`src/rtl/ahb_coeff_loader.sv`:
```
// ahb_coeff_loader
//   AHB-Lite master that loads FIR coefficients received on an AXI-Stream
//   slave port. The filter is disabled through its control register, each
//   coefficient is written as one SINGLE halfword transfer, and the filter is
//   then re-enabled with the requested rate.
//
// Ports
//   clk, reset_n          clock, asynchronous active-low reset
//   ce                    clock enable for start and stream acceptance
//   start, ntaps, rate    job request (sampled in IDLE only)
//   tdata_s/tvalid_s/tready_s   coefficient stream (signed Q15)
//   haddr_m .. hwdata_m   AHB-Lite master request outputs (all registered)
//   hready_m, hresp_m     AHB-Lite slave response
//   busy, done, error     job status
module ahb_coeff_loader #(
    parameter logic [31:0] BASE_ADDR = 32'h0000_0000,
    parameter logic [31:0] CTRL_ADDR = 32'h0000_0400,
    parameter int          MAX_TAPS  = 512
) (
    input  logic        clk,
    input  logic        reset_n,
    input  logic        ce,
    input  logic        start,
    input  logic [9:0]  ntaps,
    input  logic [15:0] rate,
    input  logic [15:0] tdata_s,
    input  logic        tvalid_s,
    output logic        tready_s,
    output logic [31:0] haddr_m,
    output logic [2:0]  hburst_m,
    output logic [2:0]  hsize_m,
    output logic [1:0]  htrans_m,
    output logic        hwrite_m,
    output logic [31:0] hwdata_m,
    input  logic        hready_m,
    input  logic        hresp_m,
    output logic        busy,
    output logic        done,
    output logic        error
);

    localparam logic [1:0] HTRANS_IDLE   = 2'b00;
    localparam logic [1:0] HTRANS_NONSEQ = 2'b10;
    localparam logic [2:0] HSIZE_HALF    = 3'b001;
    localparam logic [2:0] HSIZE_WORD    = 3'b010;
    localparam logic [9:0] MAX_N         = 10'(MAX_TAPS);

    typedef enum logic [3:0] {
        S_IDLE, S_C0_ADDR, S_C0_DATA, S_FETCH, S_W_ADDR, S_W_DATA,
        S_C1_ADDR, S_C1_DATA, S_DONE
    } state_e;

    state_e      state_q, state_d;
    logic [9:0]  ntaps_q, ntaps_d;
    logic [15:0] rate_q, rate_d;
    logic [9:0]  idx_q, idx_d;
    logic [15:0] coeff_q, coeff_d;
    logic [31:0] haddr_q, haddr_d;
    logic [2:0]  hsize_q, hsize_d;
    logic [1:0]  htrans_q, htrans_d;
    logic        hwrite_q, hwrite_d;
    logic [31:0] hwdata_q, hwdata_d;
    logic        tready_q, tready_d;
    logic        busy_q, busy_d;
    logic        done_q, done_d;
    logic        error_q, error_d;

    always_ff @(posedge clk or negedge reset_n) begin
        if (!reset_n) begin
            state_q  <= S_IDLE;
            ntaps_q  <= '0;
            rate_q   <= '0;
            idx_q    <= '0;
            coeff_q  <= '0;
            haddr_q  <= '0;
            hsize_q  <= '0;
            htrans_q <= HTRANS_IDLE;
            hwrite_q <= 1'b0;
            hwdata_q <= '0;
            tready_q <= 1'b0;
            busy_q   <= 1'b0;
            done_q   <= 1'b0;
            error_q  <= 1'b0;
        end else begin
            state_q  <= state_d;
            ntaps_q  <= ntaps_d;
            rate_q   <= rate_d;
            idx_q    <= idx_d;
            coeff_q  <= coeff_d;
            haddr_q  <= haddr_d;
            hsize_q  <= hsize_d;
            htrans_q <= htrans_d;
            hwrite_q <= hwrite_d;
            hwdata_q <= hwdata_d;
            tready_q <= tready_d;
            busy_q   <= busy_d;
            done_q   <= done_d;
            error_q  <= error_d;
        end
    end

    always_comb begin
        state_d  = state_q;
        ntaps_d  = ntaps_q;
        rate_d   = rate_q;
        idx_d    = idx_q;
        coeff_d  = coeff_q;
        error_d  = error_q;
        haddr_d  = haddr_q;
        hsize_d  = hsize_q;
        hwdata_d = hwdata_q;
        htrans_d = HTRANS_IDLE;
        hwrite_d = 1'b0;
        tready_d = 1'b0;

        // next-state
        case (state_q)
            S_IDLE: begin
                if (start && ce) begin
                    state_d = S_C0_ADDR;
                    ntaps_d = ({22'd0, ntaps} > MAX_TAPS) ? MAX_N : ntaps;
                    rate_d  = rate;
                    error_d = 1'b0;
                    idx_d   = '0;
                end
            end
            S_C0_ADDR: if (hready_m) state_d = S_C0_DATA;
            S_C0_DATA: begin
                // ERROR aborts at once; the filter stays disabled
                if (hresp_m) begin
                    error_d = 1'b1;
                    state_d = S_IDLE;
                end else if (hready_m) begin
                    state_d = (ntaps_q == '0) ? S_C1_ADDR : S_FETCH;
                end
            end
            S_FETCH: begin
                // handshake uses the registered ready that the source sees
                if (tvalid_s && tready_q) begin
                    coeff_d = tdata_s;
                    state_d = S_W_ADDR;
                end
            end
            S_W_ADDR: if (hready_m) state_d = S_W_DATA;
            S_W_DATA: begin
                if (hresp_m) begin
                    error_d = 1'b1;
                    state_d = S_IDLE;
                end else if (hready_m) begin
                    if (idx_q == ntaps_q - 10'd1) begin
                        state_d = S_C1_ADDR;
                    end else begin
                        idx_d   = idx_q + 10'd1;
                        state_d = S_FETCH;
                    end
                end
            end
            S_C1_ADDR: if (hready_m) state_d = S_C1_DATA;
            S_C1_DATA: begin
                if (hresp_m) begin
                    error_d = 1'b1;
                    state_d = S_IDLE;
                end else if (hready_m) begin
                    state_d = S_DONE;
                end
            end
            S_DONE:  state_d = S_IDLE;
            default: state_d = S_IDLE;
        endcase

        // Outputs are decoded from the next state so the registered bus
        // signals line up with the state they belong to.
        case (state_d)
            S_C0_ADDR, S_C1_ADDR: begin
                htrans_d = HTRANS_NONSEQ;
                hwrite_d = 1'b1;
                haddr_d  = CTRL_ADDR;
                hsize_d  = HSIZE_WORD;
            end
            S_W_ADDR: begin
                htrans_d = HTRANS_NONSEQ;
                hwrite_d = 1'b1;
                haddr_d  = BASE_ADDR + {21'd0, idx_d, 1'b0};
                hsize_d  = HSIZE_HALF;
            end
            S_C0_DATA: if (state_q != S_C0_DATA) hwdata_d = {rate_d, 16'h0000};
            S_W_DATA:  if (state_q != S_W_DATA)  hwdata_d = {coeff_d, coeff_d};
            S_C1_DATA: if (state_q != S_C1_DATA) hwdata_d = {rate_d, 16'h0001};
            S_FETCH:   tready_d = ce;
            default:   ;
        endcase
    end

    assign busy_d = (state_d != S_IDLE) && (state_d != S_DONE);
    assign done_d = (state_d == S_DONE);

    assign tready_s = tready_q;
    assign haddr_m  = haddr_q;
    assign hburst_m = 3'b000;
    assign hsize_m  = hsize_q;
    assign htrans_m = htrans_q;
    assign hwrite_m = hwrite_q;
    assign hwdata_m = hwdata_q;
    assign busy     = busy_q;
    assign done     = done_q;
    assign error    = error_q;

endmodule

```
`config.mk`:
```
export PLATFORM = sky130hd
export DESIGN_NAME = ahb_coeff_loader
export DESIGN_NICKNAME = d
export VERILOG_FILES = /design/src/rtl/ahb_coeff_loader.sv
export SDC_FILE = /design/constraint.sdc
export NUM_CORES = 1
export LEC_CHECK = 0
export BUFFER_PORTS_ARGS = -buffer_cell sky130_fd_sc_hd__buf_2
export CAP_MARGIN = 10
export CORE_MARGIN = 5
export CORE_UTILIZATION = 41
export CTS_CLUSTER_DIAMETER = 80
export CTS_CLUSTER_SIZE = 30
export DETAILED_ROUTE_END_ITERATION = 6
export GPL_TIMING_DRIVEN = 0
export PLACE_DENSITY_LB_ADDON = 0.2
export RECOVER_POWER = 50
export SYNTH_ARGS = -nofsm -noshare
export SYNTH_HDL_FRONTEND = slang
export SYNTH_SLANG_ARGS = --single-unit
```
`constraint.sdc`:
```
create_clock -name clk -period 9.3 [get_ports clk]
set_clock_uncertainty 0.05 [all_clocks]
set_input_delay 2.325 -clock clk [delete_from_list [all_inputs] [get_ports clk]]
set_output_delay 2.325 -clock clk [all_outputs]
set_load 0.05 [all_outputs]
```
==> metrics.txt, run 1 <==
outcome=finished with violations; violated checks=max-capacitance violations, max-slew violations; die height=125 µm; DRT iter0 DRCs=289; post-layout power=1.95 mW; Num CTS Buffers=9; Worst Path Max Fanout=10; Vias/cell=5.20; Worst Slack Setup Final=between 4 and 5 ns; startpoint types=primary input; fin cells=856; Synth cell types=70; Mapped Avg Cell Area=between 10 and 15 µm²; first-pass GRT wire length=23.5 mm; root buf cell=clkbuf_16; CTS tree=yes; # IOs=126; final net count=726; worst path required time=9.48 ns; post_cts resized=0; warnings from Yosys=0; sequential area share after synthesis=0.487; fmax=about 0.21 GHz; Initial Utilization=0.413; Worst Setup End Kind=flip-flop; Cell Rows=42; PD cells=300 mW/mm²; Synth Register Bits=105; Post-route DRC=0; Mapped Cells=around 540; largest net degree at the start of global routing=60; ys flop type=dfrtp_1; Avg WL per Cell=16.4 µm; CTS Hold Bufs=0; Routed Antenna Nets=0; area grow syn2layout=20.2%; Placed Cells incl. Taps=840; Post-DP HPWL=around 11 mm; antenna violations before repair=0; min-delay src=rate_q[9]; post-place setup slack=4.18 ns; WS Path Type=primary input to flip-flop; Post-CTS Setup Inserts=0; top post-synthesis cells by count=105 x dfrtp_1, 68 x nand2_1, 41 x nor3_1; Die Area=between 0.015 and 0.02 mm²; FF-to-FF Start=ntaps_q[0]; relative slew slack=-0.777; via count=roughly 4.5k; GRT Overall Usage=0.185; Synth top area share=0.487; Worst VDD drop=0.247 mV; Max Slew Vio Count=47; minimum clock period=4.74 ns; Reg area=~0.0026 mm²; ANT cells=0; H-Tree Depth=3; leakage=3.14 nW; clk sinks=105; Setup crit start=ce; gpl congestion=0.803; RSZ-0062 raised after global routing=no; Post-synth ARST share=1.00; final hold viol count=0; CORE AREA=about 0.013 mm²; drt first pass iters=4; Slew @ Worst Pin=2.67 ns; DIE WIDTH=between 100 and 150 µm; port buffer count=98; number of global-route vias before repair=4,688; Post-synth EDFFs=0; Synth Cell Area=0.00540 mm²; # fillers=1,277; CTS clock-pin slew for the worst setup and hold paths=0.07 ns; clk_lat worst skew=0.35 ns; period utilization=0.509; hold crit path type=flip-flop to flip-flop; Final setup viols=0; wirelength, routed=14.0 mm; dominant cell by count in the synthesized netlist=dfrtp_1; share of layout cells above drive strength 1=0.221; multi-input logic area=0.00240 mm²; post-route setup TNS=0 ns; synth top area cells=dfrtp_1 49%, nand2_1 4.7%, buf_4 3.9%; max cap viols=1; global route overflow=0; clk buf depth=2; worst path arrival time=around 5 ns; largest area contributor in the netlist=dfrtp_1
## area by class of cell
cell class,count,area share
clock buffer,11,0.0374
sequential,105,0.405
inverter,30,0.0174
multi-input combinational,371,0.370
buffer,59,0.0544
clock inverter,5,0.00675
timing repair buffer,99,0.0750
tap,176,0.0339
## cell families after synthesis
| family | count (synthesis) | share of synthesized area |
|---|---|---|
| AOI/OAI and AO/OA | 127 | 0.177 |
| xor gates and xnor gates | 10 | 0.0162 |
| adders and majority gates | 2 | 0.00464 |
| buffers and inverters | 89 | 0.0862 |
| DFF | 105 | 0.487 |
| muxes | 33 | 0.0649 |
| other | 1 | 0.000695 |
| and+or+nand+nor | 172 | 0.163 |
## layout by cell type (no fill, tap or decap), types with 4 or more instances in the layout
master	count
dfrtp_1	105
buf_2	82
nand2_1	68
clkbuf_1	44
nor3_1	41
inv_1	28
buf_4	28
conb_1	27
a21oi_1	23
o31ai_1	18
mux2i_1	17
o221ai_1	16
o21ai_0	13
or3_1	11
a22o_1	11
mux2_1	10
clkbuf_16	9
nor2_1	8
nand3b_1	7
nand3_1	6
mux2_2	6
xor2_1	5
xnor2_1	5
o211ai_1	5
o21a_1	5
a31oi_1	5
and2_1	4
## state kept, by name, indices dropped and copies added, names as in the netlist, 2 cells and up
| signal | cells |
|---|---|
| coeff_q | 16 |
| rate_q | 16 |
| hsize_m | 2 |
| haddr_m | 10 |
| ntaps_q | 10 |
| idx_q | 10 |
| hwdata_m | 32 |
| state_q | 4 |
## per-layer routing
layer / track usage / vias up / wire, µm
li1: - / 2165 / -
met1: 0.217 / 2168 / 5760
met2: 0.331 / 106 / 7310
met3: 0.0570 / 14 / 780
met4: 0.0393 / 0 / 177
met5: 0 / - / 0
## worst paths after layout
| path | end | depth (start not counted) | slack [ns] |
|---|---|---|---|
| max | hwdata_m[10] | 10 | 4.56 |
| min | rate_q[9] | 2 | 0.43 |
| max reg2reg | hwdata_m[10] | 11 | 5.66 |
| min reg2reg | rate_q[9] | 2 | 0.43 |
| max in group asynchronous | haddr_m[10] | 1 | 4.92 |
| min in group asynchronous | ntaps_q[3] | 1 | 2.76 |
## critical path, stage by stage
cell and delay [ns]:
buf_2 0.11, nand2_1 0.10, or3_1 0.12, clkbuf_1 0.21
o21ai_0 0.20, a221oi_1 0.63, nand2_2 0.27, o22ai_4 0.39
buf_6 0.21, mux2_1 0.34
## metrics by stage
stage | hold slack, ns | utilization | cell area, µm²
final | 0.428 | 0.496 | 6490
after global routing | 0.448 | 0.496 | 6490
after CTS | 0.430 | 0.498 | 6520
after detailed placement | 0.412 | 0.477 | 6240
after global placement | 0.409 | 0.474 | 6210
after floorplan | 0.391 | - | 5500
## power breakdown
group	internal, mW	switching [mW]
logic	0.283	0.615
clock network	0.193	0.175
registers	0.593	0.0898
Power figures use the tool's default switching activity.
==> run 2, diff against run 1 <==
--- a/config.mk
+++ b/config.mk
@@ -5,6 +5,7 @@
 export SDC_FILE = /design/constraint.sdc
 export NUM_CORES = 1
 export LEC_CHECK = 0
+export ABC_AREA = 1
 export BUFFER_PORTS_ARGS = -buffer_cell sky130_fd_sc_hd__buf_2
 export CAP_MARGIN = 10
 export CORE_MARGIN = 5
==> constraint.sdc (replaced) <==
create_clock -name clk -period 4.85 [get_ports clk]
set_clock_uncertainty 0.05 [all_clocks]
set_input_delay 1.2125 -clock clk [delete_from_list [all_inputs] [get_ports clk]]
set_output_delay 1.2125 -clock clk [all_outputs]
set_load 0.05 [all_outputs]
==> run 2 against run 1 <==
  * The run still ends with max-capacitance violations, max-slew violations left
  * Worst hold slack worse by 0.012 ns
  * Setup slack got worse by 2.8 ns
  * Flip-flop and latch count did not move
  * First-iteration DRC count down 9.7%
  * Die area is 1.1% higher
  * Critical endpoint is now hwdata_m[11]
  * Largest power group unchanged
==> metrics.txt, run 2 <==
post-place setup slack=1.56 ns (-2.62 ns); Max Slew Vio Count=36 (-23%); RSZ-0062 raised after global routing=no; Num CTS Buffers=9 (unchanged); gpl congestion=0.868 (+8.1%); DR WL met2=6.20 mm (-15%); DIE WIDTH=125 µm (+0.53%); Worst Setup End Kind=flip-flop; outcome=finished with violations; H-Tree Depth=3 (unchanged); Worst Slack Setup Final=1.72 ns (-2.85 ns); antenna violations before repair=0 (unchanged); CORE AREA=0.0131 mm² (+0.40%); clk sinks=105 (unchanged); port buffer count=98 (unchanged); dominant cell by count in the synthesized netlist=nand2_1; Mapped Cells=728 (+35%); die height=125 µm (+0.53%); Synth top area share=0.481 (-0.00558); Initial Utilization=0.416 (+0.00311); Post-synth ARST share=1.00 (unchanged); top post-synthesis cells by count=265 x nand2_1, 105 x dfrtp_1, 72 x inv_1; Avg WL per Cell=13.2 µm (-19%); drt first pass iters=5 (+1); Synth Area in Compound Gates=0.0632 (-0.114); Simple-Gate Fraction of Synth Area=0.317 (+0.153); worst path arrival time=3.33 ns (-1.59 ns); fmax=0.319 GHz; final net count=915 (+26%); Routed Antenna Nets=0 (unchanged); warnings from Yosys=0 (unchanged); slowest stage delay, CP=0.41 ns (-0.22 ns); clk buf depth=2 (unchanged); wirelength, routed=13.8 mm (-1.3%); Slew @ Worst Pin=2.14 ns (-0.521 ns); share of layout cells above drive strength 1=0.203 (-0.0181); Post-DP HPWL=10.7 mm (-0.95%); hold crit path type=flip-flop to flip-flop; Cell Rows=42 (unchanged); final hold viol count=0 (unchanged); Post-route DRC=0 (unchanged); wire length on met3=702 µm (-10%); global route overflow=0 (unchanged); via count=4,863 (+9.2%); Vias/cell=4.65 (-11%); leakage=3.86 nW (+23%); Synth Register Bits=105 (unchanged); number of global-route vias before repair=4,622 (-1.4%); ys flop type=dfrtp_1; largest area contributor in the netlist=dfrtp_1; wl on met1=6.70 mm (+16%); largest net degree at the start of global routing=71 (+18%); sequential area share after synthesis=0.481 (-0.00558); PD cells=575 mW/mm² (+91%); Synth Area in XOR/XNOR=0.0112 (-0.00500); adder-cell share of the synthesized area=0.00458 (-0.0000531); period utilization=0.646; Die Area=0.0157 mm² (+1.1%); first-pass GRT wire length=22.9 mm (-2.8%); Post-CTS Setup Inserts=0 (unchanged); post_cts resized=0 (unchanged); GRT Overall Usage=0.180 (-0.00480); synth top area cells=dfrtp_1 48%, nand2_1 18%, nand3_1 5.8%; DRT iter0 DRCs=261 (-9.7%); largest family of logic cells by synthesized area=simple AND/OR/NAND/NOR gates; worst path required time=5.05 ns (-4.43 ns); most frequent cells in the layout=265 x nand2_1, 105 x dfrtp_1, 98 x buf_2; CTS Hold Bufs=0 (unchanged); post-layout power=3.77 mW (+93%); # IOs=126 (unchanged); Top Metal Used=met4; post-route setup TNS=0 ns (unchanged); ANT cells=0 (unchanged); WS Path Type=primary input to flip-flop; CTS tree=yes; relative slew slack=-0.430 (+0.347); CTS clock-pin slew for the worst setup and hold paths=0.07 ns (about the same); clk_lat worst skew=0.35 ns (about the same); Synth cell types=38 (-46%); minimum clock period=3.13 ns; root buf cell=clkbuf_16; violated checks=max-capacitance violations, max-slew violations; Worst VDD drop=0.252 mV (+2.0%); mux cell area share after synthesis=0.00206 (-0.0628); startpoint types=primary input; crit path max-delay cell type=clkbuf_1; area grow syn2layout=20.0%; max cap viols=1 (unchanged); Mapped Avg Cell Area=7.50 µm² (-25%); crit path cell chain=clkbuf_1 > inv_1 > nand3_2 > nand2_1 > nor3_1 > nand2_2 > nand2_2 > clkbuf_1 > nor2_1 > nand3_1 > nand2_1; Post-synth EDFFs=0 (unchanged); Final setup viols=0 (unchanged); most common cell after layout, fill and taps aside=nand2_1; Worst Path Max Fanout=10 (unchanged); Synth Cell Area=0.00546 mm² (+1.2%); max reg flops=32 (unchanged)
run 2: changes by cell type after synthesis, moves of 10 or more:
cell,before,now
a21oi_1,23,7
o21ai_0,13,47
mux2_1,10,0
nand2_1,68,265
o221ai_1,16,0
o31ai_1,18,0
or3_1,11,0
nand3_1,6,63
a22o_1,11,0
mux2i_1,17,0
nor3_1,41,7
inv_2,2,12
nor2_1,8,44
inv_1,28,72
run 2: logic make-up after synthesis:
kind of cell / count (synthesis)
DFF: 105
xor gates and xnor gates: 7
other: 1
AOI/OAI and AO/OA: 64
buffers and inverters: 139
and+or+nand+nor: 409
adders and majority gates: 2
muxes: 1
run 2: worst max-delay path: cells and delay by family:
| family | cells | cell delay (ns) |
|---|---|---|
| buf+inv | 3 | 0.85 |
| simple gates | 8 | 1.27 |
run 2: layout make-up:
class / instances / area, µm²
Multi-Input combinational cell: 510 / 2270
Fill cell: 1356 / 6580
Clock inverter: 5 / 38.8
Timing Repair Buffer: 99 / 504
Clock buffer: 11 / 233
Sequential cell: 105 / 2630
Inverter: 86 / 323
Tap cell: 176 / 220
Buffer: 53 / 334
run 2: per-layer routing:
metal  global-route usage  vias to the layer above
met4               0.0631                        0
met3               0.0328                       15
li1                     -                     2492
met5                    0                        -
met1                0.255                     2225
met2                0.278                      131
run 2: power breakdown:
part           total [mW]  leakage [nW]  switching, mW  internal (mW)
logic                1.84          2.40           1.32          0.518
registers            1.24          1.33          0.120           1.12
clock network       0.691         0.131          0.338          0.353
run 2: path summary, 6_finish.rpt:
kind,slack (ns),depth (start not counted),startpoint,endpoint
max in group asynchronous,2.10,1,reset_n,ntaps_q[0]
min in group asynchronous,1.44,1,reset_n,done
min reg2reg,0.42,2,hwdata_m[27],hwdata_m[27]
max,1.72,11,hready_m,hwdata_m[11]
max reg2reg,1.97,16,ntaps_q[0],hwdata_m[11]
min,0.42,2,hwdata_m[27],hwdata_m[27]
run 2: metrics by stage:
stage	area [µm²]	utilization	std cells	hold WS, ns
after floorplan	5560	-	754	0.395
after global placement	6270	0.477	1028	0.400
after detailed placement	6300	0.479	1029	0.404
after CTS	6570	0.500	1045	0.421
after global routing	6550	0.499	1045	0.439
final	6550	0.499	1045	0.417
